<file path="src/rtl/rr_index_encoder.sv">
// Purpose : request vector -> binary index of the selected bit (fixed-priority or round-robin), plus none/multiple flags.
// Latency : 1 cycle from input accept to out_valid; one result per cycle sustained.
// Backpr. : single-entry output register; in_ready = !out_valid || out_ready, results hold while out_ready is low.
//
// Ports:
//   clk, rst          rising-edge clock, synchronous active-high reset
//   in_req/in_valid/in_ready      request vector with valid/ready handshake
//   out_index/out_one_hot         selected bit as binary index and one-hot vector
//   out_none/out_multiple         accepted vector had zero / two-or-more bits set
//   out_valid/out_ready           result handshake
module rr_index_encoder #(
  parameter  int C_WIDTH       = 32,
  parameter  int C_ROUND_ROBIN = 0,
  localparam int INDEX_W       = ($clog2(C_WIDTH) > 0) ? $clog2(C_WIDTH) : 1
) (
  input  logic               clk,
  input  logic               rst,
  input  logic [C_WIDTH-1:0] in_req,
  input  logic               in_valid,
  output logic               in_ready,
  output logic [INDEX_W-1:0] out_index,
  output logic [C_WIDTH-1:0] out_one_hot,
  output logic               out_none,
  output logic               out_multiple,
  output logic               out_valid,
  input  logic               out_ready
);

  logic [INDEX_W-1:0] ptr_q, ptr_d;
  logic [INDEX_W-1:0] win_idx;
  logic [C_WIDTH-1:0] win_oh;
  logic               found;
  logic               multiple;
  logic               accept;
  logic               handshake;
  int                 rr_pos;

  logic               valid_q, valid_d;
  logic [INDEX_W-1:0] index_q, index_d;
  logic [C_WIDTH-1:0] oh_q, oh_d;
  logic               none_q, none_d;
  logic               mult_q, mult_d;

  assign in_ready  = !valid_q || out_ready;
  assign accept    = in_valid && in_ready;
  assign handshake = valid_q && out_ready;

  // Winner selection. In round-robin mode the scan starts at the pointer and
  // wraps explicitly at C_WIDTH, so non-power-of-two widths work.
  always_comb begin
    win_idx = '0;
    found   = 1'b0;
    rr_pos  = 0;
    if (C_ROUND_ROBIN != 0) begin
      for (int i = 0; i < C_WIDTH; i++) begin
        rr_pos = int'(ptr_q) + i;
        if (rr_pos >= C_WIDTH) rr_pos = rr_pos - C_WIDTH;
        if (!found && in_req[rr_pos]) begin
          found   = 1'b1;
          win_idx = INDEX_W'(rr_pos);
        end
      end
    end else begin
      // Ascending scan, last hit kept: highest set index wins.
      for (int i = 0; i < C_WIDTH; i++) begin
        if (in_req[i]) begin
          found   = 1'b1;
          win_idx = INDEX_W'(i);
        end
      end
    end
  end

  always_comb begin
    win_oh = '0;
    for (int i = 0; i < C_WIDTH; i++) begin
      win_oh[i] = found && (win_idx == INDEX_W'(i));
    end
  end

  // Clearing the lowest set bit leaves something only if two or more were set.
  assign multiple = |(in_req & (in_req - C_WIDTH'(1)));

  // Pointer moves at accept time so back-to-back accepts see the new value.
  always_comb begin
    ptr_d = ptr_q;
    if (C_ROUND_ROBIN == 0) begin
      ptr_d = '0;
    end else if (accept && found) begin
      ptr_d = (win_idx == INDEX_W'(C_WIDTH - 1)) ? '0 : win_idx + 1'b1;
    end
  end

  always_comb begin
    valid_d = valid_q;
    index_d = index_q;
    oh_d    = oh_q;
    none_d  = none_q;
    mult_d  = mult_q;
    if (accept) begin
      valid_d = 1'b1;
      index_d = win_idx;
      oh_d    = win_oh;
      none_d  = !found;
      mult_d  = multiple;
    end else if (handshake) begin
      valid_d = 1'b0;
    end
  end

  always_ff @(posedge clk) begin
    if (rst) begin
      ptr_q   <= '0;
      valid_q <= 1'b0;
      index_q <= '0;
      oh_q    <= '0;
      none_q  <= 1'b0;
      mult_q  <= 1'b0;
    end else begin
      ptr_q   <= ptr_d;
      valid_q <= valid_d;
      index_q <= index_d;
      oh_q    <= oh_d;
      none_q  <= none_d;
      mult_q  <= mult_d;
    end
  end

  assign out_valid    = valid_q;
  assign out_index    = index_q;
  assign out_one_hot  = oh_q;
  assign out_none     = none_q;
  assign out_multiple = mult_q;

  // Output invariants: one-hot is zero or one-hot, and agrees with the index.
  always_ff @(posedge clk) begin
    if (!rst && valid_q) begin
      assert ((oh_q & (oh_q - C_WIDTH'(1))) == '0);
      if (!none_q) begin
        assert (oh_q[index_q]);
      end
    end
  end

endmodule

</file>
<file path="config.mk">
export PLATFORM = sky130hd
export DESIGN_NAME = rr_index_encoder
export DESIGN_NICKNAME = d
export VERILOG_FILES = /design/src/rtl/rr_index_encoder.sv
export SDC_FILE = /design/constraint.sdc
export NUM_CORES = 1
export LEC_CHECK = 0
export CAP_MARGIN = 10
export CORE_MARGIN = 3
export CORE_UTILIZATION = 46
export CTS_BUF_LIST = sky130_fd_sc_hd__clkbuf_8
export CTS_CLUSTER_DIAMETER = 200
export DETAILED_ROUTE_END_ITERATION = 8
export GPL_TIMING_DRIVEN = 0
export PLACE_DENSITY = 0.82
export RECOVER_POWER = 25
export SETUP_SLACK_MARGIN = 0.4
export SLEW_MARGIN = 20
export SYNTH_ARGS = -nofsm -noshare
export SYNTH_HDL_FRONTEND = slang
export SYNTH_SLANG_ARGS = --single-unit
export TNS_END_PERCENT = 50
</file>
<file path="constraint.sdc">
create_clock -name clk -period 3.7 [get_ports clk]
set_clock_uncertainty 0.05 [all_clocks]
set_input_delay 0.37 -clock clk [delete_from_list [all_inputs] [get_ports clk]]
set_output_delay 0.37 -clock clk [all_outputs]
set_load 0.005 [all_outputs]
</file>
==> metrics.csv, run 1 <==
metric,value,unit
Die X,74.14,µm
die area,5497,µm²
final hold viol count,0,
via density per instance,5.935,
layout cells sized above 1,6.319,%
Setup TNS Final,0,ns
min-delay src,in_req[31],
dominant cell type by area after synthesis,dfxtp_1,
CP max FO,7,
critical path class,in -> reg,
outcome,finished clean,
Clock Path Buffers,2,
reg2reg start,out_valid$_SDFFE_PP0P_,
PwrDens,315.1,nW/µm²
PostCTS Resize Cnt,0,
Gate Count Post-Synth,285,
Hold WC Path Type,in -> reg,
synthesized net count,321,
Worst setup startpoint,in_req[11],
Hold Buf Count CTS,0,
vias in the first global route,2233,
final WL,6266,µm
async set-or-reset flop fraction in the synthesized netlist,0,%
post-DP HPWL,4840,µm
Vias,2469,
row count,24,
worst skew pair latency,0.29,ns
"Primary FF master, synth",dfxtp_1,
H-tree depth,2,
static leakage,1.061,nW
Nets,399,
most common cell in the netlist,nand2_1,
number of synthesized flops with an enable pin,0,
register bit total from synthesis,40,
TritonCTS buffer count,5,
final instance area,3027,µm²
port bufs,71,
CP startpoint kind,input port,
gpl congestion,0.8739,
Root Driver,clkbuf_8,
final core occ,68.57,%
DR pass1 iterations,5,
YS warnings,0,
final setup margin,0.5176,ns
cell depth of the worst min-delay path,3,
initial core utilization,48.38,%
CTS clock-pin slew for the worst setup and hold paths,0.08,ns
Synth top area share,37.49,%
setup bufs post-CTS,0,
Residual DRC,0,
CP Capture Type,flop,
sequential element share of the synthesized area,37.49,%
Initial DRC Count,168,
Hold Crit Endpoint,out_one_hot[10]$_SDFFE_PP0P_,
total global routing overflow,0,
Post-Syn Area,2136,µm²
Core ar.,4414,µm²
Total GRT Usage,23.69,%
R2R Path End,out_one_hot[3]$_SDFFE_PP0P_,
CTS tree,built,
WP data required,3.81,ns
DR WL/cell,15.06,µm
VDD IR max,0.2187,mV
fill count,374,
synth-to-layout area growth,41.71,%
ant diodes,0,
post-route ant nets,0,
"top cells by area, synth","dfxtp_1 37%, o21ai_0 8.0%, nand2_1 7.4%",
Final Max Slew Viols,0,
clk sink count,40,
Slew @ Worst Pin,0.8801,ns
pre-CTS worst setup slack,0.1851,ns
syn_area_per_cell,7.494,µm²
Finished Layout Cells,416,
FF+latch area,800.8,µm²
fin crit period,3.182,ns
Slew headroom,41.18,%
RSZ-0062 raised after global routing,false,
max_cap viols,0,
Netlist cell types,46,
placed inst area,2913,µm²
IO Count,77,
area of the multi-input gates,1261,µm²
"setup slack, reg-to-reg",1.51,ns
Worst EP arrival,3.29,ns
period utilization,86.01,%
first-pass GRT wire length,10180,µm
initial antenna violation count,0,
worst r2r path cells,8,
die height,74.14,µm
Placed Instances,408,
FMAX,314.2,MHz
largest net degree at the start of global routing,14,
Post-synth top cells,"42 x nand2_1, 40 x dfxtp_1, 37 x nor2_1",
Setup Viol. Count Final,0,
area by class of cell:
| class | instances | share of cell area [%] |
|---|---|---|
| multi-input cells | 227 | 41.67 |
| plain buffers | 11 | 1.612 |
| inverters | 7 | 0.8681 |
| clock inverters | 3 | 1.406 |
| well taps | 52 | 2.150 |
| clock buffers | 5 | 2.274 |
| flip-flops and latches | 40 | 26.46 |
| repair buffers | 71 | 23.56 |
placed cells by master (no fill, tap or decap), types with 2 or more instances in the layout:
cell type / n
o32a_1: 2
or3_1: 7
nor2b_1: 2
nor2_1: 37
o41ai_1: 5
a211oi_1: 3
nand2_1: 42
or4_1: 4
maj3_1: 3
dlygate4sd3_1: 20
o31a_1: 2
nand4_1: 3
or4_4: 3
dfxtp_1: 40
clkbuf_8: 5
inv_1: 7
and2_1: 2
o21ai_0: 34
o31ai_1: 4
nor4_1: 10
o21ai_1: 2
clkdlybuf4s50_1: 50
o21bai_1: 3
nand3_1: 3
a22oi_1: 2
or2_2: 4
clkbuf_1: 10
nor3_1: 14
a21oi_1: 13
nand2b_1: 4
critical path, cell delays in order:
cell	delay [ns]
clkdlybuf4s50_1	0.50
or4_4	0.60
or4_4	0.56
or2_4	0.27
or4_4	0.43
maj3_2	0.32
o21ai_1	0.14
a311oi_1	0.11
cells by family after synthesis:
kind of cell	synth area share [%]
flops	37.49
fa+ha+maj	1.933
compound gates	24.43
buf+inv	3.515
simple gates	32.63
per-stage QoR:
| step | hold slack, ns | total power [W] |
|---|---|---|
| global route | 0.3840 | 0.0009883 |
| detailed placement | 0.3933 | 0.0006063 |
| floorplan | 0.3942 | 0.0005208 |
| global placement | 0.3846 | 0.0006036 |
| CTS | 0.3670 | 0.0009563 |
| finish | 0.3741 | 0.0009537 |
routing by layer:
layer | vias up | GRT usage, % | routed length [µm]
li1 | 1207 | - | -
met1 | 1113 | 30.70 | 2620
met2 | 136 | 39.17 | 2961
met3 | 13 | 5.541 | 558
met4 | 0 | 7.243 | 125
met5 | - | 0 | 0
worst max path at each step:
stage | cells past startpoint | endpoint
after floorplan | 7 | out_multiple$_SDFFE_PP0P_
after global placement | 8 | out_multiple$_SDFFE_PP0P_
after detailed placement | 8 | out_multiple$_SDFFE_PP0P_
after CTS | 8 | out_multiple$_SDFFE_PP0P_
after global routing | 8 | out_multiple$_SDFFE_PP0P_
final | 8 | out_multiple$_SDFFE_PP0P_
state kept, by name, summed over array words and instances (netlist names):
name	flops
out_one_hot	32
out_index	5
out_multiple	1
out_none	1
out_valid	1
power by group:
group	switching [W]	leakage (nW)	internal, W
Combinational	0.0000835	0.683	0.0000710
Sequential	0.00000420	0.324	0.000438
Clock	0.000158	0.0541	0.000200
Total	0.000245	1.06	0.000709
No activity file was read; power rests on OpenSTA's default activity.
==> run 2, diff against run 1 <==
--- a/config.mk
+++ b/config.mk
@@ -5,6 +5,7 @@
 export SDC_FILE = /design/constraint.sdc
 export NUM_CORES = 1
 export LEC_CHECK = 0
+export ABC_CLOCK_PERIOD_IN_PS = 3700
 export CAP_MARGIN = 10
 export CORE_MARGIN = 3
 export CORE_UTILIZATION = 46
==> results of run 2 <==
No change in the layout: final DEF, timing and power equal those of run 1.
==> run 3, diff against run 2 <==
--- a/config.mk
+++ b/config.mk
@@ -5,15 +5,15 @@
 export SDC_FILE = /design/constraint.sdc
 export NUM_CORES = 1
 export LEC_CHECK = 0
-export ABC_CLOCK_PERIOD_IN_PS = 3700
+export ABC_CLOCK_PERIOD_IN_PS = 2700
 export CAP_MARGIN = 10
 export CORE_MARGIN = 3
-export CORE_UTILIZATION = 46
+export CORE_UTILIZATION = 42
 export CTS_BUF_LIST = sky130_fd_sc_hd__clkbuf_8
 export CTS_CLUSTER_DIAMETER = 200
 export DETAILED_ROUTE_END_ITERATION = 8
 export GPL_TIMING_DRIVEN = 0
-export PLACE_DENSITY = 0.82
+export PLACE_DENSITY = 0.79
 export RECOVER_POWER = 25
 export SETUP_SLACK_MARGIN = 0.4
 export SLEW_MARGIN = 20
==> constraint.sdc (replaced) <==
create_clock -name clk -period 2.7 [get_ports clk]
set_clock_uncertainty 0.05 [all_clocks]
set_input_delay 0.27 -clock clk [delete_from_list [all_inputs] [get_ports clk]]
set_output_delay 0.27 -clock clk [all_outputs]
set_load 0.005 [all_outputs]
==> run 3 against run 2 <==
Clock power rose by 41%. Register-to-register slack got worse by 0.77 ns. Critical path depth did not move. Utilization fell by 1.4 points.
==> metrics.csv, run 3 (synthesis results as in run 1) <==
metric,value,unit
worst r2r path cells,8,
Reg power frac,45.2,%
DR WL/cell,14.84,µm
fin crit period,2.520,ns
Initial DRC Count,212,
Worst setup startpoint,in_req[2],
CTS clock-pin slew for the worst setup and hold paths,0.08,ns
Residual DRC,0,
Core ar.,4817,µm²
flip-flop count of the largest register after layout,32,
die area,5977,µm²
final hold viol count,0,
min-delay src,in_req[31],
"most common cell after layout, fill and taps aside",nand2_1,
fill count,431,
post-route ant nets,0,
WP data required,2.82,ns
Slew @ Worst Pin,0.5950,ns
CP cell instances,buf_8 -> or4_4 -> or4_4 -> or2_4 -> or4_4 -> maj3_2 -> o21ai_2 -> a311oi_1,
total global routing overflow,0,
largest net degree at the start of global routing,14,
Die X,77.31,µm
Slew headroom,60.06,%
gpl congestion,0.9173,
die height,77.31,µm
Placed Instances,423,
CP Capture Type,flop,
PwrDens,413.9,nW/µm²
Hold WC Path Type,in -> reg,
Logic pwr share,17.1,%
reg2reg start,out_valid$_SDFFE_PP0P_,
FMAX,396.8,MHz
TritonCTS buffer count,5,
VDD IR max,0.2718,mV
cell depth of the worst min-delay path,3,
CTS tree,built,
Root Driver,clkbuf_8,
DR pass1 iterations,4,
CP dominant cell by count,or4_4,
Crit path largest cell delay,0.54,ns
most frequent cells in the layout,"42 x nand2_1, 40 x dfxtp_1, 33 x nor2_1, 33 x clkdlybuf4s50_1, 32 x o21ai_0",
post-DP HPWL,4884,µm
worst skew pair latency,0.29,ns
hold slack,0.2739,ns
initial antenna violation count,0,
final WL,6514,µm
synth-to-layout area growth,51.55,%
Nets,407,
Finished Layout Cells,439,
initial core utilization,44.34,%
Sw Pwr,0.0003361,W
RSZ-0062 raised after global routing,true,
Vias,2448,
Setup Viol. Count Final,0,
critical path class,in -> reg,
IO Count,77,
switching portion of total power,25.09,%
clk sink count,40,
row count,25,
period utilization,93.33,%
Final Max Slew Viols,0,
static leakage,1.194,nW
slowest CP cell,or4_4,
layout cells sized above 1,18.28,%
Clock Path Buffers,2,
H-tree depth,2,
port bufs,71,
CP max FO,4,
outcome,finished clean,
max_cap viols,0,
CP startpoint kind,input port,
ant diodes,0,
Total GRT Usage,21.30,%
Pint,0.001004,W
Worst EP arrival,2.64,ns
first-pass GRT wire length,10380,µm
Clk pwr share,37.6,%
vias in the first global route,2173,
via density per instance,5.576,
## run 3: changes by cell type in the layout (fill, tap and decap cells not counted), sizes merged
cell | before | now
clkbuf | 15 | 20
dlymetal6s2s | 1 | 6
buf | 1 | 16
clkinvlp | 1 | 0
clkdlybuf4s50 | 50 | 33
dlygate4sd2 | 0 | 1
## run 3: area by class of cell
class                      instances  area, µm²  share of cell area (%)
multi-input combinational        227       1408                   43.49
tap                               67      83.83                   2.590
clock inverter                     2      38.79                   1.198
timing repair buffer              79      745.7                   23.04
clock buffer                       6      82.58                   2.551
sequential                        40      800.8                   24.74
inverter                           7      26.28                  0.8118
buffer                            11      51.30                   1.585
## run 3: worst paths after layout
check | to | slack, ns
hold / removal | out_one_hot[10]$_SDFFE_PP0P_ | 0.27
setup reg to reg | out_one_hot[27]$_SDFFE_PP0P_ | 0.74
hold reg to reg | out_one_hot[7]$_SDFFE_PP0P_ | 0.40
setup / recovery | out_multiple$_SDFFE_PP0P_ | 0.18
## run 3: metrics by stage
step	total power (W)	setup TNS, ns	util (%)	area (µm²)	worst slack, ns
global placement	0.0008298	-7.542	60.86	2932	-0.6778
global route	0.001394	0	67.19	3237	0.1563
CTS	0.001336	0	65.22	3142	0.1484
floorplan	0.0007140	0	-	2137	0.05048
detailed placement	0.0008297	-6.633	60.86	2932	-0.6596
finish	0.001340	0	67.19	3237	0.1801
## run 3: metal layers
metal	part of all wire [%]	GRT usage, %	wire length, µm
met1	46	28.93	2973
met2	47	34.89	3078
met3	5.9	3.638	382
met4	1.2	5.516	79
met5	0	0	0
## run 3: power groups by stage
stage	combinational (W)	clock [W]	sequential, W
after floorplan	0.0000937	0	0.000620
after CTS	0.000216	0.000514	0.000606
final	0.000229	0.000504	0.000606
after global placement	0.000210	0	0.000619
after detailed placement	0.000210	0	0.000620
after global routing	0.000251	0.000536	0.000607
## run 3: repair_timing
item                       4_1_cts  5_1_grt
setup endpoints to repair       31       27
gates resized for setup         47       40
pin swaps                        9        5
hold buffers                     0        0
buffers inserted                 7        1
cloned                           0        0
## run 3: worst max-delay path, delay by kind of cell
| kind | cells | cell delay (ns) |
|---|---|---|
| adder cells (fa/ha/maj) | 1 | 0.31 |
| AND/OR/NAND/NOR | 4 | 1.72 |
| buffers and inverters | 1 | 0.10 |
| AO/OA/AOI/OAI | 2 | 0.22 |
